==> config.mk <==
export PLATFORM = sky130hd
export DESIGN_NAME = alu_issue_arbiter
export DESIGN_NICKNAME = d
export VERILOG_FILES = /design/src/rtl/alu_arb_pkg.sv /design/src/rtl/rr_arb2.sv /design/src/rtl/alu_issue_arbiter.sv
export SDC_FILE = /design/constraint.sdc
export NUM_CORES = 1
export LEC_CHECK = 0
export CORE_MARGIN = 3
export CORE_UTILIZATION = 34
export CTS_CLUSTER_DIAMETER = 120
export DETAILED_ROUTE_END_ITERATION = 16
export PLACE_DENSITY = 0.8
export SLEW_MARGIN = 15
export SYNTH_ARGS = -nofsm -noshare
export SYNTH_HDL_FRONTEND = slang
export SYNTH_SLANG_ARGS = --single-unit
==> constraint.sdc <==
create_clock -name clk_i -period 1.8 [get_ports clk_i]
set_input_delay 0.27 -clock clk_i [delete_from_list [all_inputs] [get_ports clk_i]]
set_output_delay 0.27 -clock clk_i [all_outputs]
set_load 0.005 [all_outputs]
==> src/rtl/alu_arb_pkg.sv <==
// Shared constants for the ALU issue arbiter: ALU control bit indices, lane encoding,
// multiply-latency bound and the op-class decode used to size the completion delay.
package alu_arb_pkg;

    localparam int SIG_W = 12;

    localparam int ADD = 0;
    localparam int SUB = 1;
    localparam int AND = 2;
    localparam int OR  = 3;
    localparam int MUL = 4;
    localparam int XOR = 5;
    localparam int NOT = 6;
    localparam int MOV = 7;
    localparam int CMP = 8;
    localparam int LSL = 9;
    localparam int ASR = 10;
    localparam int LSR = 11;

    localparam logic LANE0 = 1'b0;
    localparam logic LANE1 = 1'b1;

    localparam int MAX_MUL_LAT = 8;

    // Mirrors the ALU priority decode: lower-indexed ops shadow the multiply bit.
    function automatic logic is_mul(input logic [SIG_W-1:0] sig);
        return sig[MUL] & ~|sig[MUL-1:ADD];
    endfunction

endpackage

==> src/rtl/rr_arb2.sv <==
// Two-requester arbiter with a round-robin pointer. Defining ALU_ARB_FIXED_PRIO_EN
// replaces it with fixed lane0 priority and removes the pointer.
module rr_arb2
    import alu_arb_pkg::*;
(
    input  logic clk_i,
    input  logic rst_ni,
    input  logic en_i,
    input  logic req0_i,
    input  logic req1_i,
    output logic gnt0_o,
    output logic gnt1_o
);

`ifdef ALU_ARB_FIXED_PRIO_EN
    logic unused_clk_rst;
    assign unused_clk_rst = clk_i ^ rst_ni;

    assign gnt0_o = en_i & req0_i;
    assign gnt1_o = en_i & req1_i & ~req0_i;
`else
    logic ptr_q, ptr_d;
    logic pick1;

    // Lane1 wins when it is the only requester or the pointer favours it.
    assign pick1  = req1_i & (~req0_i | (ptr_q == LANE1));
    assign gnt1_o = en_i & pick1;
    assign gnt0_o = en_i & req0_i & ~pick1;

    always_comb begin
        ptr_d = ptr_q;
        if (gnt0_o) begin
            ptr_d = LANE1;
        end else if (gnt1_o) begin
            ptr_d = LANE0;
        end
    end

    always_ff @(posedge clk_i or negedge rst_ni) begin
        if (!rst_ni) begin
            ptr_q <= LANE0;
        end else begin
            ptr_q <= ptr_d;
        end
    end
`endif

endmodule

==> src/rtl/alu_issue_arbiter.sv <==
// Shares the execute-stage ALU between two issue lanes, blocks grants during multiplies
// and returns per-lane completion pulses. Optional fixed priority: ALU_ARB_FIXED_PRIO_EN.
module alu_issue_arbiter
    import alu_arb_pkg::*;
#(
    parameter int MUL_LAT = 3
) (
    input  logic             clk_i,
    input  logic             rst_ni,
    input  logic             flush_i,
    input  logic             req0_i,
    input  logic             req1_i,
    input  logic [SIG_W-1:0] alusig0_i,
    input  logic [SIG_W-1:0] alusig1_i,
    input  logic [15:0]      op1_0_i,
    input  logic [15:0]      op2_0_i,
    input  logic [15:0]      op1_1_i,
    input  logic [15:0]      op2_1_i,
    input  logic [4:0]       immx0_i,
    input  logic [4:0]       immx1_i,
    input  logic             isimm0_i,
    input  logic             isimm1_i,
    input  logic [15:0]      instr0_i,
    input  logic [15:0]      instr1_i,
    output logic             gnt0_o,
    output logic             gnt1_o,
    output logic             alu_valid_o,
    output logic [SIG_W-1:0] alu_sig_o,
    output logic [15:0]      alu_op1_o,
    output logic [15:0]      alu_op2_o,
    output logic [4:0]       alu_immx_o,
    output logic             alu_isimm_o,
    output logic [15:0]      alu_instr_o,
    output logic             alu_lane_o,
    output logic             busy_o,
    output logic             done0_o,
    output logic             done1_o
);

    localparam int OCC_W = $clog2(MAX_MUL_LAT);

    logic             alu_valid_q;
    logic [SIG_W-1:0] alu_sig_q;
    logic [15:0]      alu_op1_q, alu_op2_q, alu_instr_q;
    logic [4:0]       alu_immx_q;
    logic             alu_isimm_q, alu_lane_q;
    logic [OCC_W-1:0] occ_q, occ_d;
    logic [MUL_LAT-1:0] pv_q, pv_d, pl_q, pl_d, ins_mask;
    logic             done0_q, done0_d, done1_q, done1_d;

    logic             xfer, sel_lane, sel_mul, busy;
    logic [SIG_W-1:0] sel_sig;
    logic [15:0]      sel_op1, sel_op2, sel_instr;
    logic [4:0]       sel_immx;
    logic             sel_isimm;

    assign busy = (occ_q != '0);

    rr_arb2 u_arb (
        .clk_i  (clk_i),
        .rst_ni (rst_ni),
        .en_i   (~busy & ~flush_i),
        .req0_i (req0_i),
        .req1_i (req1_i),
        .gnt0_o (gnt0_o),
        .gnt1_o (gnt1_o)
    );

    // A grant already implies a request, so any grant is a transfer.
    assign xfer     = gnt0_o | gnt1_o;
    assign sel_lane = gnt1_o ? LANE1 : LANE0;

    always_comb begin
        sel_sig   = alusig0_i;
        sel_op1   = op1_0_i;
        sel_op2   = op2_0_i;
        sel_immx  = immx0_i;
        sel_isimm = isimm0_i;
        sel_instr = instr0_i;
        if (sel_lane == LANE1) begin
            sel_sig   = alusig1_i;
            sel_op1   = op1_1_i;
            sel_op2   = op2_1_i;
            sel_immx  = immx1_i;
            sel_isimm = isimm1_i;
            sel_instr = instr1_i;
        end
    end

    assign sel_mul = is_mul(sel_sig);

    // Latency-1 tags enter at stage 0, multiplies at the top so they emerge after MUL_LAT edges.
    assign ins_mask = sel_mul ? (MUL_LAT'(1) << (MUL_LAT - 1)) : MUL_LAT'(1);

    always_comb begin
        occ_d = occ_q;
        pv_d  = (pv_q >> 1) | (xfer ? ins_mask : '0);
        pl_d  = (pl_q >> 1) | ((xfer && sel_lane == LANE1) ? ins_mask : '0);
        if (flush_i) begin
            occ_d = '0;
            pv_d  = '0;
        end else if (xfer && sel_mul) begin
            occ_d = OCC_W'(MUL_LAT - 1);
        end else if (busy) begin
            occ_d = occ_q - OCC_W'(1);
        end
        done0_d = ~flush_i & pv_q[0] & (pl_q[0] == LANE0);
        done1_d = ~flush_i & pv_q[0] & (pl_q[0] == LANE1);
    end

    always_ff @(posedge clk_i or negedge rst_ni) begin
        if (!rst_ni) begin
            alu_valid_q <= 1'b0;
            alu_sig_q   <= '0;
            alu_op1_q   <= '0;
            alu_op2_q   <= '0;
            alu_immx_q  <= '0;
            alu_isimm_q <= 1'b0;
            alu_instr_q <= '0;
            alu_lane_q  <= LANE0;
            occ_q       <= '0;
            pv_q        <= '0;
            pl_q        <= '0;
            done0_q     <= 1'b0;
            done1_q     <= 1'b0;
        end else begin
            alu_valid_q <= xfer;
            if (xfer) begin
                alu_sig_q   <= sel_sig;
                alu_op1_q   <= sel_op1;
                alu_op2_q   <= sel_op2;
                alu_immx_q  <= sel_immx;
                alu_isimm_q <= sel_isimm;
                alu_instr_q <= sel_instr;
                alu_lane_q  <= sel_lane;
            end
            occ_q   <= occ_d;
            pv_q    <= pv_d;
            pl_q    <= pl_d;
            done0_q <= done0_d;
            done1_q <= done1_d;
        end
    end

    assign alu_valid_o = alu_valid_q;
    assign alu_sig_o   = alu_sig_q;
    assign alu_op1_o   = alu_op1_q;
    assign alu_op2_o   = alu_op2_q;
    assign alu_immx_o  = alu_immx_q;
    assign alu_isimm_o = alu_isimm_q;
    assign alu_instr_o = alu_instr_q;
    assign alu_lane_o  = alu_lane_q;
    assign busy_o      = busy;
    assign done0_o     = done0_q;
    assign done1_o     = done1_q;

endmodule

**Word level (Yosys, flattened, before mapping)**

Index checks and enable logic that the tools add are counted.

- Bits in registers: 80
- Bits of input ports: 137
- Output and inout bits: 73
- Logic and storage cells: 56

- $add $sub $neg: 1
- Muxes and demuxes: 16
- Bitwise operators: 18
- Reductions and logical operators: 7

Operators by type and width:

| kind | count |
|---|---|
| 16-bit two-way mux | 3 |
| 3-bit two-way mux | 7 |
| 12-bit two-way mux | 1 |
| 1-bit bitwise AND | 9 |
| 2-bit by 3-bit OR with 3-bit output | 2 |
| 3-bit nonzero test | 2 |
| 5-bit two-way mux | 1 |
| 1-bit inverter | 5 |
| 1-bit two-way mux | 4 |
| 4-bit OR reduction | 1 |
| 3-bit by 1-bit subtractor with 3-bit output (second input constant) | 1 |
| 1-bit logical AND | 2 |
| 1-bit OR | 2 |
| 2-bit nonzero test | 1 |
| 1-bit zero test | 1 |

**Logic depth before layout (Yosys ltp)**

- Depth in word-level cells: 13
- Mapped depth: 12
- Depth with buffers taken out: 8

**Modules after synthesis**

Synthesis repeated with hierarchy kept, for this count alone.

- Cells, all modules: 342
- Area total of the unflattened synthesis: 3692.3 sq um

By module, submodules not included:

| module | instances | cells each | area an instance (sq um) | seq. area each (sq um) |
|---|---|---|---|---|
| alu_issue_arbiter | 1 | 334 | 3631.0 | 1976.9 |
| rr_arb2 | 1 | 8 | 61.3 | 25.0 |

**Least setup slack after synthesis**

OpenSTA, ideal clock, no wires.

- Path kind: flip-flop to flip-flop
- Start: register occ_q[0]
- End: register alu_immx_q[4], in the netlist alu_immx_o[4]
- Library setup time: 0.121 ns
- Data arrival time: 1.668 ns
- Data required time: 1.679 ns
- Path slack: 0.011 ns
- Stages on the path, launching flop included: 12
- Buffers on the path: 3
- Clock period less this slack: 1.789 ns
- Cell sequence: dfrtp_1 > inv_1 > ha_1 > ha_1 > buf_2 > and2b_1 > nand3_2 > inv_2 > buf_4 > buf_2 > nor3_1 > nor2_1

- Longest elaborated chain between the ends: 6
- Elaborated cells on any way between the ends: 9
- Classes of those cells: 2 x mux; 6 x bitwise; 1 x reduce/logical

Ends and longest elaborated chain:

| element | line | source |
|---|---|---|
| start: declaration | alu_issue_arbiter.sv:47 | `logic [OCC_W-1:0] occ_q, occ_d;` |
| start signal: assignment | alu_issue_arbiter.sv:121 | `occ_q <= '0;` |
| start signal: assignment | alu_issue_arbiter.sv:137 | `occ_q <= occ_d;` |
| 3-bit nonzero test * | alu_issue_arbiter.sv:57 | `assign busy = (occ_q != '0);` |
| 1-bit inverter * | alu_issue_arbiter.sv:62 | `.en_i (~busy & ~flush_i),` |
| 1-bit bitwise AND * | alu_issue_arbiter.sv:62 |  |
| 1-bit bitwise AND, on equally long branches | rr_arb2.sv:27, rr_arb2.sv:28 |  |
| 1-bit two-way mux or 1-bit bitwise AND (tied branches) | alu_issue_arbiter.sv:71, rr_arb2.sv:28 |  |
| 5-bit two-way mux or 1-bit OR (tied branches) | alu_issue_arbiter.sv:80, alu_issue_arbiter.sv:70 |  |
| end signal: assignment | alu_issue_arbiter.sv:132 | `alu_immx_q <= sel_immx;` |
| end: declaration | alu_issue_arbiter.sv:45 | `logic [4:0] alu_immx_q;` |

Mark *: on every way between the ends. The rest lies on a longest branch, timed or not.
A chain may end at the register's enable or synchronous reset.

**Final worst setup path**

- Start: register occ_q[0]
- End: output port gnt0_o

- Longest elaborated chain between the ends: 5

Ends and longest elaborated chain:

| element | line | source |
|---|---|---|
| 3-bit nonzero test | alu_issue_arbiter.sv:57 |  |
| 1-bit inverter | alu_issue_arbiter.sv:62 |  |
| 1-bit bitwise AND | alu_issue_arbiter.sv:62 |  |
| 1-bit bitwise AND (2 in series) | rr_arb2.sv:28 | `assign gnt0_o = en_i & req0_i & ~pick1;` |
| end: declaration | alu_issue_arbiter.sv:25 | `output logic gnt0_o,` |

Every way passes these cells.

==> impl_results.md <==
- Hold Path Class: register to register
- Crit path DAT: 1550 ps
- Number of synthesized flops with an enable pin: 0
- Hpwl dp: 8647 um
- Run status: finished, violations left
- Hold_ws: 360.5 ps
- Post-Route WL: 11870 um
- H-tree depth: 3
- Layout cells sized above 1: 13.13%
- Top cell type's share of synthesized area: 56.86%
- Routing usage on met1: 22.46%
- CTS buffer count: 9
- Yosys reg bits: 80
- Minimum clock period: 1815 ps
- Syn_nets: 493
- Final setup viols: 1
- Reg2Reg Capture Point: pv_q[0]$_DFF_PN0_
- Nets: 705
- First-pass DRT Iterations: 4
- WP data required: 1530 ps
- Mean Syn Cell Area: 9.946 um^2
- FF-to-FF Start: occ_q[0]$_DFFE_PN0P_
- GRT Util Overall: 19.60%
- Clock Path Buffers: 2
- Maximum clock frequency: 0.5509 GHz
- Worst Setup EP: gnt0_o
- Pre-CTS WS: -202.8 ps
- Sink Count: 80
- IO buf count: 209
- Clk slew on worst S/H paths: 80 ps
- GRT Residual Overflow: 0
- Type of origin of the critical path: register
- First-pass GRT wire length: 18090 um
- Initial antenna violation count: 0
- Fillers: 845
- Clock latency on the worst-skew pair: 340 ps
- Root buf cell: clkbuf_8
- Normalized max-slew margin: 68.40%
- Number of distinct library cells after synthesis: 29
- IO Count: 210
- Post-Layout Cell Count: 704
- Placement row count: 36
- Antenna diodes: 0
- Count leader, synth: dfrtp_1
- Fin. Hold Viols: 0
- Met3 Track Usage GR: 5.819%
- CTS tree: built
- Endpoint class of the critical path: primary output
- Start point of the critical path: occ_q[0]$_DFFE_PN0P_
- Yosys Warn Count: 0
- Placed cells: 685
- Leakage power: 2.471 nW
- Final Util: 62.02%
- Width of the chip: 107.8 um
- Iteration-0 DRC Markers: 166
- Die Ht: 107.8 um
- Largest net degree at the start of global routing: 47
- Flop-to-flop setup slack: 10 ps
- Slew Limit Fails: 0
- Setup ws final: -15.17 ps
- Die ar.: 11610 um^2
- CP peak stage delay: 400 ps
- GRT busiest layer: met2
- RSZ-0062 raised after global routing: yes
- Register area: 2002 um^2
- Clock Skews: 11.07 ps
- Largest cells by area after synthesis: dfrtp_1 (57%), nor3_1 (9.2%), o22ai_1 (9.2%)
- Area Overhead vs Synth: 74.56%
- Crit-path cells: inv_2 > ha_4 > ha_4 > nand3b_4 > a21o_4 > inv_4 > buf_6
- Antenna Nets Post-Route: 0
- Kind of critical path: register to primary output
- Synth top cells by count: dfrtp_1 (80), nor2_1 (71), nor3_1 (65), o22ai_1 (52), buf_2 (16)
- Via/cell ratio: 5.063
- Core Box Area: 9910 um^2
- Ys flop type: dfrtp_1
- Post-synth top area cell: dfrtp_1
- Critical-path top delay cell: dfrtp_1
- MaxCap Viol Count: 0
- Failing checks: setup timing
- Crit path top cell by count: ha_4
- Peak VDD IR: 0.0005854 V
- Multi-input gate area: 1413 um^2
- PwrDens: 1441 nW/um^2
- Register area share after synthesis: 56.86%
- Initial Util: 35.53%
- Tcrit/Tclk final: 100.8%
- DRC viols: 0
- Placer Congestion: 0.7816
- Worst Tran Pin Value: 474.1 ps
- Netlist Area Pre-Place: 3521 um^2
- Crit Path Max Fanout: 4
- Met2 Resource Use GR: 34.81%
- Share of flip-flops with an asynchronous set or reset: 100.0%
- Synthesized instance count: 354
- Via Count: 3564
- Reg2reg path depth: 9
- Vias in the first global route: 3711
- Per-cell routed wire length: 16.87 um
==> cell families (layout without fill, tap and decap cells) <==
kind of cell,Yosys count,after routing,synth area share [%]
AND/OR/NAND/NOR,160,160,20.75
flip-flops,80,80,56.86
buffers and inverters,38,255,6.610
XOR/XNOR,1,1,0.2488
adder cells (fa/ha/maj),2,2,0.7106
AO/OA/AOI/OAI,73,73,14.82
==> flip-flops by register name, summed over array words and instances (netlist names) <==
signal       count
alu_immx_o       5
alu_instr_o     16
alu_isimm_o      1
alu_lane_o       1
alu_op1_o       16
alu_op2_o       16
alu_sig_o       12
alu_valid_o      1
done0_o          1
done1_o          1
occ_q            3
pl_q             3
pv_q             3
u_arb.ptr_q      1
==> critical path, delay by kind of cell (launching register included) <==
kind | cells | cell delay (ps)
adders and majority gates | 2 | 290
and+or+nand+nor | 1 | 80
buffers and inverters | 3 | 230
DFF | 1 | 400
AOI/OAI and AO/OA | 1 | 210
==> cells in the final DEF, fill, tap and decap left out, types with 2 or more instances in the layout <==
| cell type | count |
|---|---|
| a31oi_1 | 5 |
| inv_1 | 2 |
| clkbuf_8 | 10 |
| a21oi_1 | 2 |
| ha_4 | 2 |
| bufinv_16 | 2 |
| nor3_1 | 49 |
| o22ai_1 | 51 |
| nand2b_1 | 2 |
| inv_4 | 2 |
| nor2_1 | 71 |
| clkdlybuf4s50_1 | 205 |
| inv_2 | 2 |
| nor3_2 | 16 |
| buf_12 | 3 |
| clkbuf_1 | 3 |
| buf_6 | 3 |
| nand2_1 | 14 |
| o22ai_2 | 11 |
| dfrtp_1 | 80 |
| buf_4 | 19 |
==> worst min-delay path by stage <==
stage               slack, ps         startpoint                           to  cells past startpoint
CTS                       360  pl_q[2]$_DFF_PN0_            pl_q[1]$_DFF_PN0_                      0
finish                    360  pl_q[2]$_DFF_PN0_            pl_q[1]$_DFF_PN0_                      0
global route              370  pl_q[2]$_DFF_PN0_            pl_q[1]$_DFF_PN0_                      0
floorplan                 -30             rst_ni    alu_immx_o[0]$_DFFE_PN0P_                      0
global placement          250             rst_ni  alu_instr_o[10]$_DFFE_PN0P_                      1
detailed placement        260             rst_ni  alu_instr_o[10]$_DFFE_PN0P_                      1
==> layer usage <==
layer / part of all wire, % / up-vias
met2: 51 / 150
li1: - / 1682
met1: 39 / 1717
met5: 0 / -
met3: 8.8 / 15
met4: 1.4 / 0
==> area by class of cell <==
cell class / count / area share, %
well taps: 133 / 2.708
multi-input cells: 236 / 22.98
clock inverters: 3 / 1.059
repair buffers: 233 / 37.81
inverters: 6 / 0.4479
flip-flops and latches: 80 / 32.57
clock buffers: 13 / 2.423
==> timing repair <==
item,in CTS,in global routing
hold endpoints to repair,34,0
buffers inserted,1,1
pin swaps,0,3
hold buffers,1,0
cloned,0,0
resized for setup,10,30
setup endpoints to repair,72,74
==> where the power goes <==
part | total (W) | switching, W | internal (W)
sequential | 0.00310 | 0.000487 | 0.00261
clock | 0.00144 | 0.000621 | 0.000820
combinational | 0.00432 | 0.00176 | 0.00255
total | 0.00886 | 0.00287 | 0.00598
==> through the flow <==
stage | area (um^2) | setup TNS (ps) | total power (W)
finish | 6146 | -15.17 | 0.008857
global route | 6146 | -1127 | 0.009464
CTS | 6018 | -1495 | 0.008749
detailed placement | 5773 | -4490 | 0.007225
global placement | 5773 | -1127 | 0.007057
floorplan | 3521 | 0 | 0.004773
(Power assumes the default switching activity.)
